## config.mk

```make
export PLATFORM = sky130hd
export DESIGN_NAME = dsp48a1_op_sequencer
export DESIGN_NICKNAME = d
export VERILOG_FILES = /design/src/rtl/dsp48a1_pkg.sv /design/src/rtl/dsp_rsp_fifo.sv /design/src/rtl/dsp48a1_op_sequencer.sv
export SDC_FILE = /design/constraint.sdc
export NUM_CORES = 1
export LEC_CHECK = 0
export ABC_AREA = 1
export BUFFER_PORTS_ARGS = -buffer_cell sky130_fd_sc_hd__buf_2
export CAP_MARGIN = 10
export CORE_AREA = 2 2 164 166
export DETAILED_ROUTE_END_ITERATION = 16
export DIE_AREA = 0 0 166 168
export HOLD_SLACK_MARGIN = 0.06
export PLACE_DENSITY = 0.95
export SLEW_MARGIN = 20
export SYNTH_ARGS = -nofsm -noshare
export SYNTH_HDL_FRONTEND = slang
export SYNTH_SLANG_ARGS = --single-unit
```

## constraint.sdc

```tcl
create_clock -name clk -period 6.3 [get_ports clk]
set_input_delay 0.63 -clock clk [delete_from_list [all_inputs] [get_ports clk]]
set_output_delay 0.63 -clock clk [all_outputs]
set_load 0.005 [all_outputs]
```

## src/rtl/dsp48a1_pkg.sv

```systemverilog
// dsp48a1_pkg: OPMODE field encodings, idle bubble and result record for the DSP48A1 sequencer
package dsp48a1_pkg;

    localparam logic [1:0] X_ZERO = 2'd0;
    localparam logic [1:0] X_M    = 2'd1;
    localparam logic [1:0] X_P    = 2'd2;
    localparam logic [1:0] X_DAB  = 2'd3;

    localparam logic [1:0] Z_ZERO = 2'd0;
    localparam logic [1:0] Z_PCIN = 2'd1;
    localparam logic [1:0] Z_P    = 2'd2;
    localparam logic [1:0] Z_C    = 2'd3;

    localparam int PREADD_EN = 4;
    localparam int CIN_SEL   = 5;
    localparam int PRESUB    = 6;
    localparam int POSTSUB   = 7;

    // X=0, Z=P, add, no carry: the accumulator keeps its value across idle cycles
    localparam logic [7:0] DEFAULT_IDLE_OPMODE = {4'b0000, Z_P, X_ZERO};

    localparam int RSP_TAG_W = 4;

    typedef enum logic {FLUSH, RUN} seq_state_t;

    typedef struct packed {
        logic [47:0]          p;
        logic                 carryout;
        logic [RSP_TAG_W-1:0] tag;
    } rsp_t;

endpackage

```

## src/rtl/dsp_rsp_fifo.sv

```systemverilog
// dsp_rsp_fifo: in-order result FIFO with occupancy count; same-edge push/pop allowed when full
module dsp_rsp_fifo
    import dsp48a1_pkg::*;
#(
    parameter int DEPTH = 4
) (
    input  logic                   clk,
    input  logic                   rst_n,
    input  logic                   push,
    input  rsp_t                   din,
    input  logic                   pop,
    output rsp_t                   dout,
    output logic [$clog2(DEPTH):0] count
);

    localparam int AW = $clog2(DEPTH);
    localparam int CW = AW + 1;

    rsp_t          mem [DEPTH];
    logic [AW-1:0] wr_ptr;
    logic [AW-1:0] rd_ptr;
    logic          do_pop;

    assign do_pop = pop && count != '0;
    assign dout   = mem[rd_ptr];

    // Storage, pointers and count; a full FIFO may push only when it pops on the same edge
    always_ff @(posedge clk or negedge rst_n) begin
        if (!rst_n) begin
            for (int i = 0; i < DEPTH; i++) mem[i] <= '0;
            wr_ptr <= '0;
            rd_ptr <= '0;
            count  <= '0;
        end else begin
            if (push) begin
                mem[wr_ptr] <= din;
                wr_ptr      <= wr_ptr + 1'b1;
            end
            if (do_pop) rd_ptr <= rd_ptr + 1'b1;
            count <= count + CW'(push) - CW'(do_pop);
            assert (!(push && !do_pop && count == CW'(DEPTH)));
        end
    end

endmodule

```

## src/rtl/dsp48a1_op_sequencer.sv

```systemverilog
// dsp48a1_op_sequencer: credit-admitted command issue and in-order result capture for a DSP48A1 slice
module dsp48a1_op_sequencer
    import dsp48a1_pkg::*;
#(
    parameter int         LATENCY     = 4,
    parameter int         FIFO_DEPTH  = 4,
    parameter int         TAG_W       = RSP_TAG_W,
    parameter logic [7:0] IDLE_OPMODE = DEFAULT_IDLE_OPMODE
) (
    input  logic             clk,
    input  logic             rst_n,
    input  logic             cmd_valid,
    output logic             cmd_ready,
    input  logic [7:0]       cmd_opmode,
    input  logic [17:0]      cmd_a,
    input  logic [17:0]      cmd_b,
    input  logic [17:0]      cmd_d,
    input  logic [47:0]      cmd_c,
    input  logic             cmd_carryin,
    input  logic [TAG_W-1:0] cmd_tag,
    output logic [17:0]      dsp_a,
    output logic [17:0]      dsp_b,
    output logic [17:0]      dsp_d,
    output logic [47:0]      dsp_c,
    output logic [7:0]       dsp_opmode,
    output logic             dsp_carryin,
    output logic             dsp_rst,
    input  logic [47:0]      dsp_p,
    input  logic             dsp_carryout,
    output logic             rsp_valid,
    input  logic             rsp_ready,
    output logic [47:0]      rsp_p,
    output logic             rsp_carryout,
    output logic [TAG_W-1:0] rsp_tag
);

    localparam int          CW      = $clog2(FIFO_DEPTH) + 1;
    localparam int          FW      = $clog2(LATENCY) + 1;
    localparam logic [CW:0] CREDITS = (CW + 1)'(FIFO_DEPTH);

    seq_state_t                    state;
    logic [FW-1:0]                 flush_cnt;
    logic [CW-1:0]                 inflight_cnt;
    logic [CW-1:0]                 fifo_cnt;
    logic [LATENCY-1:0]            vld_sr;
    logic [LATENCY-1:0][TAG_W-1:0] tag_sr;
    logic                          cap_vld;
    logic [TAG_W-1:0]              cap_tag;
    logic                          accept;
    logic                          pop;
    rsp_t                          push_data;
    rsp_t                          head;

    // Credits come from registered counts only, so a pop frees its slot one cycle later
    assign cmd_ready    = state == RUN && ({1'b0, inflight_cnt} + {1'b0, fifo_cnt}) < CREDITS;
    assign accept       = cmd_valid && cmd_ready;
    assign rsp_valid    = fifo_cnt != '0;
    assign pop          = rsp_valid && rsp_ready;
    assign push_data    = '{p: dsp_p, carryout: dsp_carryout, tag: RSP_TAG_W'(cap_tag)};
    assign rsp_p        = head.p;
    assign rsp_carryout = head.carryout;
    assign rsp_tag      = TAG_W'(head.tag);

    // Hold the slice in reset for LATENCY edges after release, then open for commands
    always_ff @(posedge clk or negedge rst_n) begin
        if (!rst_n) begin
            state     <= FLUSH;
            flush_cnt <= '0;
            dsp_rst   <= 1'b1;
        end else if (state == FLUSH) begin
            flush_cnt <= flush_cnt + 1'b1;
            if (flush_cnt == FW'(LATENCY - 1)) begin
                state   <= RUN;
                dsp_rst <= 1'b0;
            end
        end
    end

    // Present the accepted command to the slice, otherwise a P-preserving bubble
    always_ff @(posedge clk or negedge rst_n) begin
        if (!rst_n) begin
            dsp_a       <= '0;
            dsp_b       <= '0;
            dsp_d       <= '0;
            dsp_c       <= '0;
            dsp_opmode  <= IDLE_OPMODE;
            dsp_carryin <= 1'b0;
        end else begin
            dsp_a       <= accept ? cmd_a : '0;
            dsp_b       <= accept ? cmd_b : '0;
            dsp_d       <= accept ? cmd_d : '0;
            dsp_c       <= accept ? cmd_c : '0;
            dsp_opmode  <= accept ? cmd_opmode : IDLE_OPMODE;
            dsp_carryin <= accept && cmd_carryin;
        end
    end

    // Track each command through the slice pipeline; the capture stage lines up with valid P
    always_ff @(posedge clk or negedge rst_n) begin
        if (!rst_n) begin
            vld_sr  <= '0;
            tag_sr  <= '0;
            cap_vld <= 1'b0;
            cap_tag <= '0;
        end else begin
            vld_sr  <= {vld_sr[LATENCY-2:0], accept};
            tag_sr  <= {tag_sr[LATENCY-2:0], cmd_tag};
            cap_vld <= vld_sr[LATENCY-1];
            cap_tag <= tag_sr[LATENCY-1];
        end
    end

    // Commands issued but not yet written into the result FIFO
    always_ff @(posedge clk or negedge rst_n) begin
        if (!rst_n) inflight_cnt <= '0;
        else inflight_cnt <= inflight_cnt + CW'(accept) - CW'(cap_vld);
    end

    dsp_rsp_fifo #(.DEPTH(FIFO_DEPTH)) u_fifo (
        .clk   (clk),
        .rst_n (rst_n),
        .push  (cap_vld),
        .din   (push_data),
        .pop   (pop),
        .dout  (head),
        .count (fifo_cnt)
    );

endmodule

```

==> results.ini, run 1 <==
[placement]
numPortBuffers = 334
dp_slack_ns = 2.87
place_area_sq_um = 16700
hpwlAfterDp_um = 23700
routabilityCongestion = 0.895
dp_cells = 2137

[setup_path]
required_ns = 5.67
path_common_cell = o21ai_0
setup.worst_path.class = flip-flop to primary output
end_kind = primary output
crit_family = buffers and inverters
max_stage_delay_ns = 0.65
path_cells = inv_2 -> buf_4 -> o21ai_0 -> o21ai_0 -> buf_2
crit_slowest_cell = dfrtp_4
start_kind = flip-flop
arrival_ns = 3.05
crit_buf_inv = 3
worstPathMaxFanout = 76

[timing]
tightest_slew_ns = 1.10
setup_viol = 0
slew_headroom_pct = 26.4
holdWs_ns = 0.140
skew_ns = 0.0173
final_max_slew_viol_count = 0
finalCritPeriodShare_pct = 58.4
max_freq_ghz = 0.272
rsz0062_at_grt = no
post-route-min-period_ns = 3.68
layout_setup_ws_ns = 2.62
fin_setup_tns_ns = 0
finalHoldViolations = 0

[logic_synthesis]
synth_largest_area_cell = dfrtp_1
ys_top_cells_by_area = dfrtp_1 60%, o21ai_0 12%, nor2_4 6.1%
synth_top_cell_area_share_pct = 60.4
synth.distinct_cells = 28
yosys_warnings = 0
avgSynthCellArea_sq_um = 9.68
syn_nets = 1728
synth_seq_area_share_pct = 60.7
syn_area_sq_um = 15000
syn_inst = 1546
yosys_register_bits = 363

[cts]
hold_buffers = 0
cts_tree = yes
cts_setup_buffers = 0
cts.sinks = 363
numCtsBuffers = 39
clkTransAtPathRegs_ns = 0.06
cts_buffer_depth = 3
clkLatencyLatePin_ns = 0.52
root_buffer = clkbuf_16
h-tree-depth = 2
cts_resized = 0

[floorplanning]
die_h_um = 168
rows = 60
start_util_pct = 56.8
core_sq_um = 26400
dieArea_sq_um = 27900
die_w_um = 166
pin_count = 335

[pwr]
p_int_mw = 5.84
p_sw_mw = 3.44
vdd_drop_max_uv = 450
power_frac_clock_pct = 24.7
power.leakage_nw = 9.71
seqPwrFrac_pct = 40.9
pwr-share-comb_pct = 34.5
switching_share_pct = 37.1
power_density_nw_per_um2 = 515

[cells_and_area]
drive_gt1_share_pct = 26.6
final_common_cell = o21ai_0
finalNetCount = 2021
layout_common_cells = 364 x o21ai_0, 360 x dfrtp_1, 333 x buf_2
final_cell_area_sq_um = 18000
fillCellCount = 1782
syn2layout_area_growth_pct = 20.3
instances_no_fill = 2212

[detailed_routing]
first_iter_violations = 1185
vias = 11800
wl_per_cell_um = 17.0
drt_pass1_iterations = 6
wl_um = 37700
via_per_inst = 5.34
ant_nets = 0
drc = 0

[run]
max_cap_violations = 0

[grt]
grt_max_degree = 188
grt_pass1_wl_um = 60600
grtUsageTotal_pct = 27.0
grt_pass1_vias = 11800
grt-ovfl-total = 0
antenna_found_initial = 4

[status]
outcome = completed

[worst_hold_path]
hold_path.class = input pin to async pin

registers in the layout, indices dropped and copies added (netlist names), 2 cells and up:
signal         cells
dsp_b             18
cap_tag            4
dsp_opmode         8
tag_sr            16
dsp_a             18
u_fifo.wr_ptr      2
vld_sr             4
dsp_c             48
flush_cnt          3
u_fifo.count       3
u_fifo.mem       212
dsp_d             18
u_fifo.rd_ptr      2
inflight_cnt       3
power by group through the flow:
stage | clock [mW] | combinational [mW] | sequential [mW]
floorplan | 0 | 2.12 | 3.65
global placement | 0 | 2.97 | 3.73
detailed placement | 0 | 3.13 | 3.80
CTS | 2.32 | 3.19 | 3.78
global route | 2.41 | 3.62 | 3.89
finish | 2.29 | 3.20 | 3.79
per-stage QoR:
stage / util, % / power [mW]
after global routing: 68.3 / 9.92
after floorplan: - / 5.77
after CTS: 68.1 / 9.29
final: 68.3 / 9.27
after global placement: 63.2 / 6.70
after detailed placement: 63.2 / 6.93
final timing paths:
| kind | from | slack, ns | cells past startpoint | endpoint |
|---|---|---|---|---|
| setup / recovery | u_fifo.rd_ptr[0] | 2.62 | 5 | rsp_p[32] |
| hold / removal | rst_n | 0.14 | 1 | u_fifo.mem[125] |
| setup reg to reg | inflight_cnt[1] | 2.80 | 6 | dsp_b[3] |
| hold reg to reg | tag_sr[5] | 0.34 | 0 | tag_sr[9] |
| max in group asynchronous | rst_n | 4.69 | 2 | u_fifo.rd_ptr[0] |
| min in group clk | cmd_tag[2] | 0.22 | 1 | tag_sr[2] |
synthesized netlist by cell type (all sizes together):
library cell and number:
nor2 270, buf 41, dfrtp 361, ha 12, or2 1, nand2 236, and2 1, inv 185
fa 2, nand4 1, clkbuf 50, dfstp 2, xor2 1, a21boi 1, o21ai 373, nand3 5
clkinv 1, xnor2 3
per-layer routing:
metal | global-route usage, % | share of wire, % | up-vias
li1 | - | - | 5403
met1 | 33.0 | 36 | 5602
met2 | 45.4 | 50 | 667
met3 | 5.95 | 8.2 | 143
met4 | 14.0 | 5.8 | 4
met5 | 0 | 0.064 | -
cell families after synthesis:
group                      share of synthesized area (%)
adders and majority gates                           1.27
DFF                                                 60.7
AOI/OAI and AO/OA                                   12.5
and+or+nand+nor                                     17.1
buffers and inverters                               8.17
xor gates and xnor gates                           0.234
worst register-to-register path, cell delays in order (launching register included):
cell     delay, ns
dfrtp_1       0.40
ha_1          0.30
nand3_1       0.16
nand3_4       0.72
buf_4         0.94
buf_4         0.77
nor2_4        0.05
final cells by class:
| type | instances | area (sq um) | share of cell area, % |
|---|---|---|---|
| sequential | 363 | 9090 | 50.5 |
| multi-input combinational | 906 | 4700 | 26.1 |
| timing repair buffer | 343 | 1800 | 10.0 |
| clock buffer | 57 | 1120 | 6.24 |
| inverter | 186 | 698 | 3.88 |
| tap | 341 | 427 | 2.37 |
| clock inverter | 14 | 168 | 0.931 |
| antenna | 2 | 5.00 | 0.0278 |
Note: power is estimated with default switching activity, not from simulation.
==> inputs of run 2 (changes only) <==
--- a/config.mk
+++ b/config.mk
@@ -8,11 +8,11 @@
 export ABC_AREA = 1
 export BUFFER_PORTS_ARGS = -buffer_cell sky130_fd_sc_hd__buf_2
 export CAP_MARGIN = 10
-export CORE_AREA = 2 2 164 166
+export CORE_AREA = 2 2 170 172
 export DETAILED_ROUTE_END_ITERATION = 16
-export DIE_AREA = 0 0 166 168
+export DIE_AREA = 0 0 172 174
 export HOLD_SLACK_MARGIN = 0.06
-export PLACE_DENSITY = 0.95
+export PLACE_DENSITY = 0.9
 export SLEW_MARGIN = 20
 export SYNTH_ARGS = -nofsm -noshare
 export SYNTH_HDL_FRONTEND = slang
==> constraint.sdc (replaced) <==
create_clock -name clk -period 3.5 [get_ports clk]
set_input_delay 0.35 -clock clk [delete_from_list [all_inputs] [get_ports clk]]
set_output_delay 0.35 -clock clk [all_outputs]
set_load 0.005 [all_outputs]
==> run 2 against run 1 <==
  * Final area up 1.7%
  * Register-to-register slack got worse by 2.0 ns
  * Largest power group unchanged
  * Flip-flop and latch count unchanged
  * Power increased by 79%
  * Die area up 7.3%
  * Non-clock buffer count up 30
  * Worst hold slack got worse by 0.066 ns
==> results.ini, run 2 (synthesis gave the netlist of run 1 again) <==
[pwr]
power_density_nw_per_um2 = 904
vdd_drop_max_uv = 841
power.leakage_nw = 9.81

[grt]
grt_max_degree = 124
grtUsageTotal_pct = 26.1
antenna_found_initial = 3
grt_pass1_wl_um = 61700
grt-ovfl-total = 0
grt_pass1_vias = 12000

[setup_path]
required_ns = 3.15
worstPathMaxFanout = 76
end_kind = primary output
start_kind = flip-flop
arrival_ns = 2.59
setup.worst_path.class = flip-flop to primary output

[cts]
cts_buffer_depth = 3
root_buffer = clkbuf_16
cts.sinks = 363
cts_tree = yes
clkTransAtPathRegs_ns = 0.07
cts_setup_buffers = 0
h-tree-depth = 2
clkLatencyLatePin_ns = 0.51
hold_buffers = 26
cts_resized = 0
numCtsBuffers = 38

[cells_and_area]
multi_input_area_sq_um = 4700
final_common_cell = o21ai_0
layout.area.seq_sq_um = 9090
largest_reg_flops = 212
syn2layout_area_growth_pct = 22.4
finalNetCount = 2050
fillCellCount = 2084
regMostFlops = u_fifo.mem
reg_top3 = u_fifo.mem (212), dsp_c (48)
drive_gt1_share_pct = 26.0
instances_no_fill = 2283
layout_common_cells = 364 x o21ai_0, 360 x dfrtp_1, 333 x buf_2

[timing]
tightest_slew_ns = 1.18
slew_headroom_pct = 21.0
post-route-min-period_ns = 2.94
finalHoldViolations = 0
fin_setup_tns_ns = 0
finalCritPeriodShare_pct = 84.1
holdWs_ns = 0.0741
setup_viol = 0
final_max_slew_viol_count = 0
skew_ns = 0.0190
rsz0062_at_grt = no
max_freq_ghz = 0.340

[floorplanning]
die_h_um = 174
pin_count = 335
dieArea_sq_um = 29900
die_w_um = 172
rows = 62
start_util_pct = 53.0
core_sq_um = 28200

[detailed_routing]
wl_per_cell_um = 17.0
ant_nets = 0
wl_um = 38900
drt_pass1_iterations = 5
via_per_inst = 5.19
drc = 0
first_iter_violations = 1008
vias = 11800

[run]
max_cap_violations = 0

[placement]
numPortBuffers = 334
hpwlAfterDp_um = 23600
dp_cells = 2185
routabilityCongestion = 0.847

[worst_hold_path]
hold_path.class = input pin to flip-flop

[status]
outcome = completed

[run 2: final cells by class]
cell class / count / area share (%)
inverter: 186 / 3.81
timing repair buffer: 373 / 11.7
clock buffer: 60 / 6.03
tap: 384 / 2.62
antenna: 2 / 0.0273
sequential: 363 / 49.6
clock inverter: 9 / 0.540
multi-input combinational: 906 / 25.7
[run 2: metal layers]
layer  up-vias  share of wire (%)  track usage [%]
met5         -              0.033                0
met4         2                6.5             15.1
met3       141                7.3             6.38
met2       544                 49             43.2
met1      5699                 37             31.0
li1       5460                  -                -
[run 2: final timing paths]
kind / start / endpoint / cells past startpoint / slack [ns]
min reg2reg: vld_sr[3] / cap_vld / 0 / 0.35
min: cmd_c[45] / dsp_c[45] / 3 / 0.07
max reg2reg: u_fifo.count[2] / inflight_cnt[2] / 13 / 0.77
max in group asynchronous: rst_n / dsp_c[43] / 3 / 1.98
max: u_fifo.rd_ptr[0] / rsp_p[22] / 4 / 0.56
min in group asynchronous: rst_n / u_fifo.mem[18] / 2 / 0.52
[run 2: metrics by stage]
| step | total power [mW] | setup WS (ns) | utilization [%] | cell area, sq um |
|---|---|---|---|---|
| 6_report | 16.6 | 0.557 | 64.9 | 18300 |
| 5_1_grt | 17.8 | 0.361 | 64.9 | 18300 |
| 4_1_cts | 16.6 | 0.553 | 64.7 | 18300 |
| 3_5_place_dp | 12.6 | 0.999 | 59.5 | 16800 |
| 3_3_place_gp | 12.2 | 1.14 | 59.5 | 16800 |
| 2_1_floorplan | 10.4 | 1.04 | - | 15000 |
[run 2: power by group]
part | total (mW) | switching, mW | internal, mW
sequential | 6.81 | 0.923 | 5.89
combinational | 5.86 | 3.62 | 2.24
clock | 3.89 | 1.58 | 2.32
total | 16.6 | 6.12 | 10.4
[run 2: critical path, stage by stage, from the launching register on]
cell,delay (ns)
dfrtp_4,0.69
buf_4,0.73
nor2_1,0.16
o21ai_0,0.28
buf_2,0.17
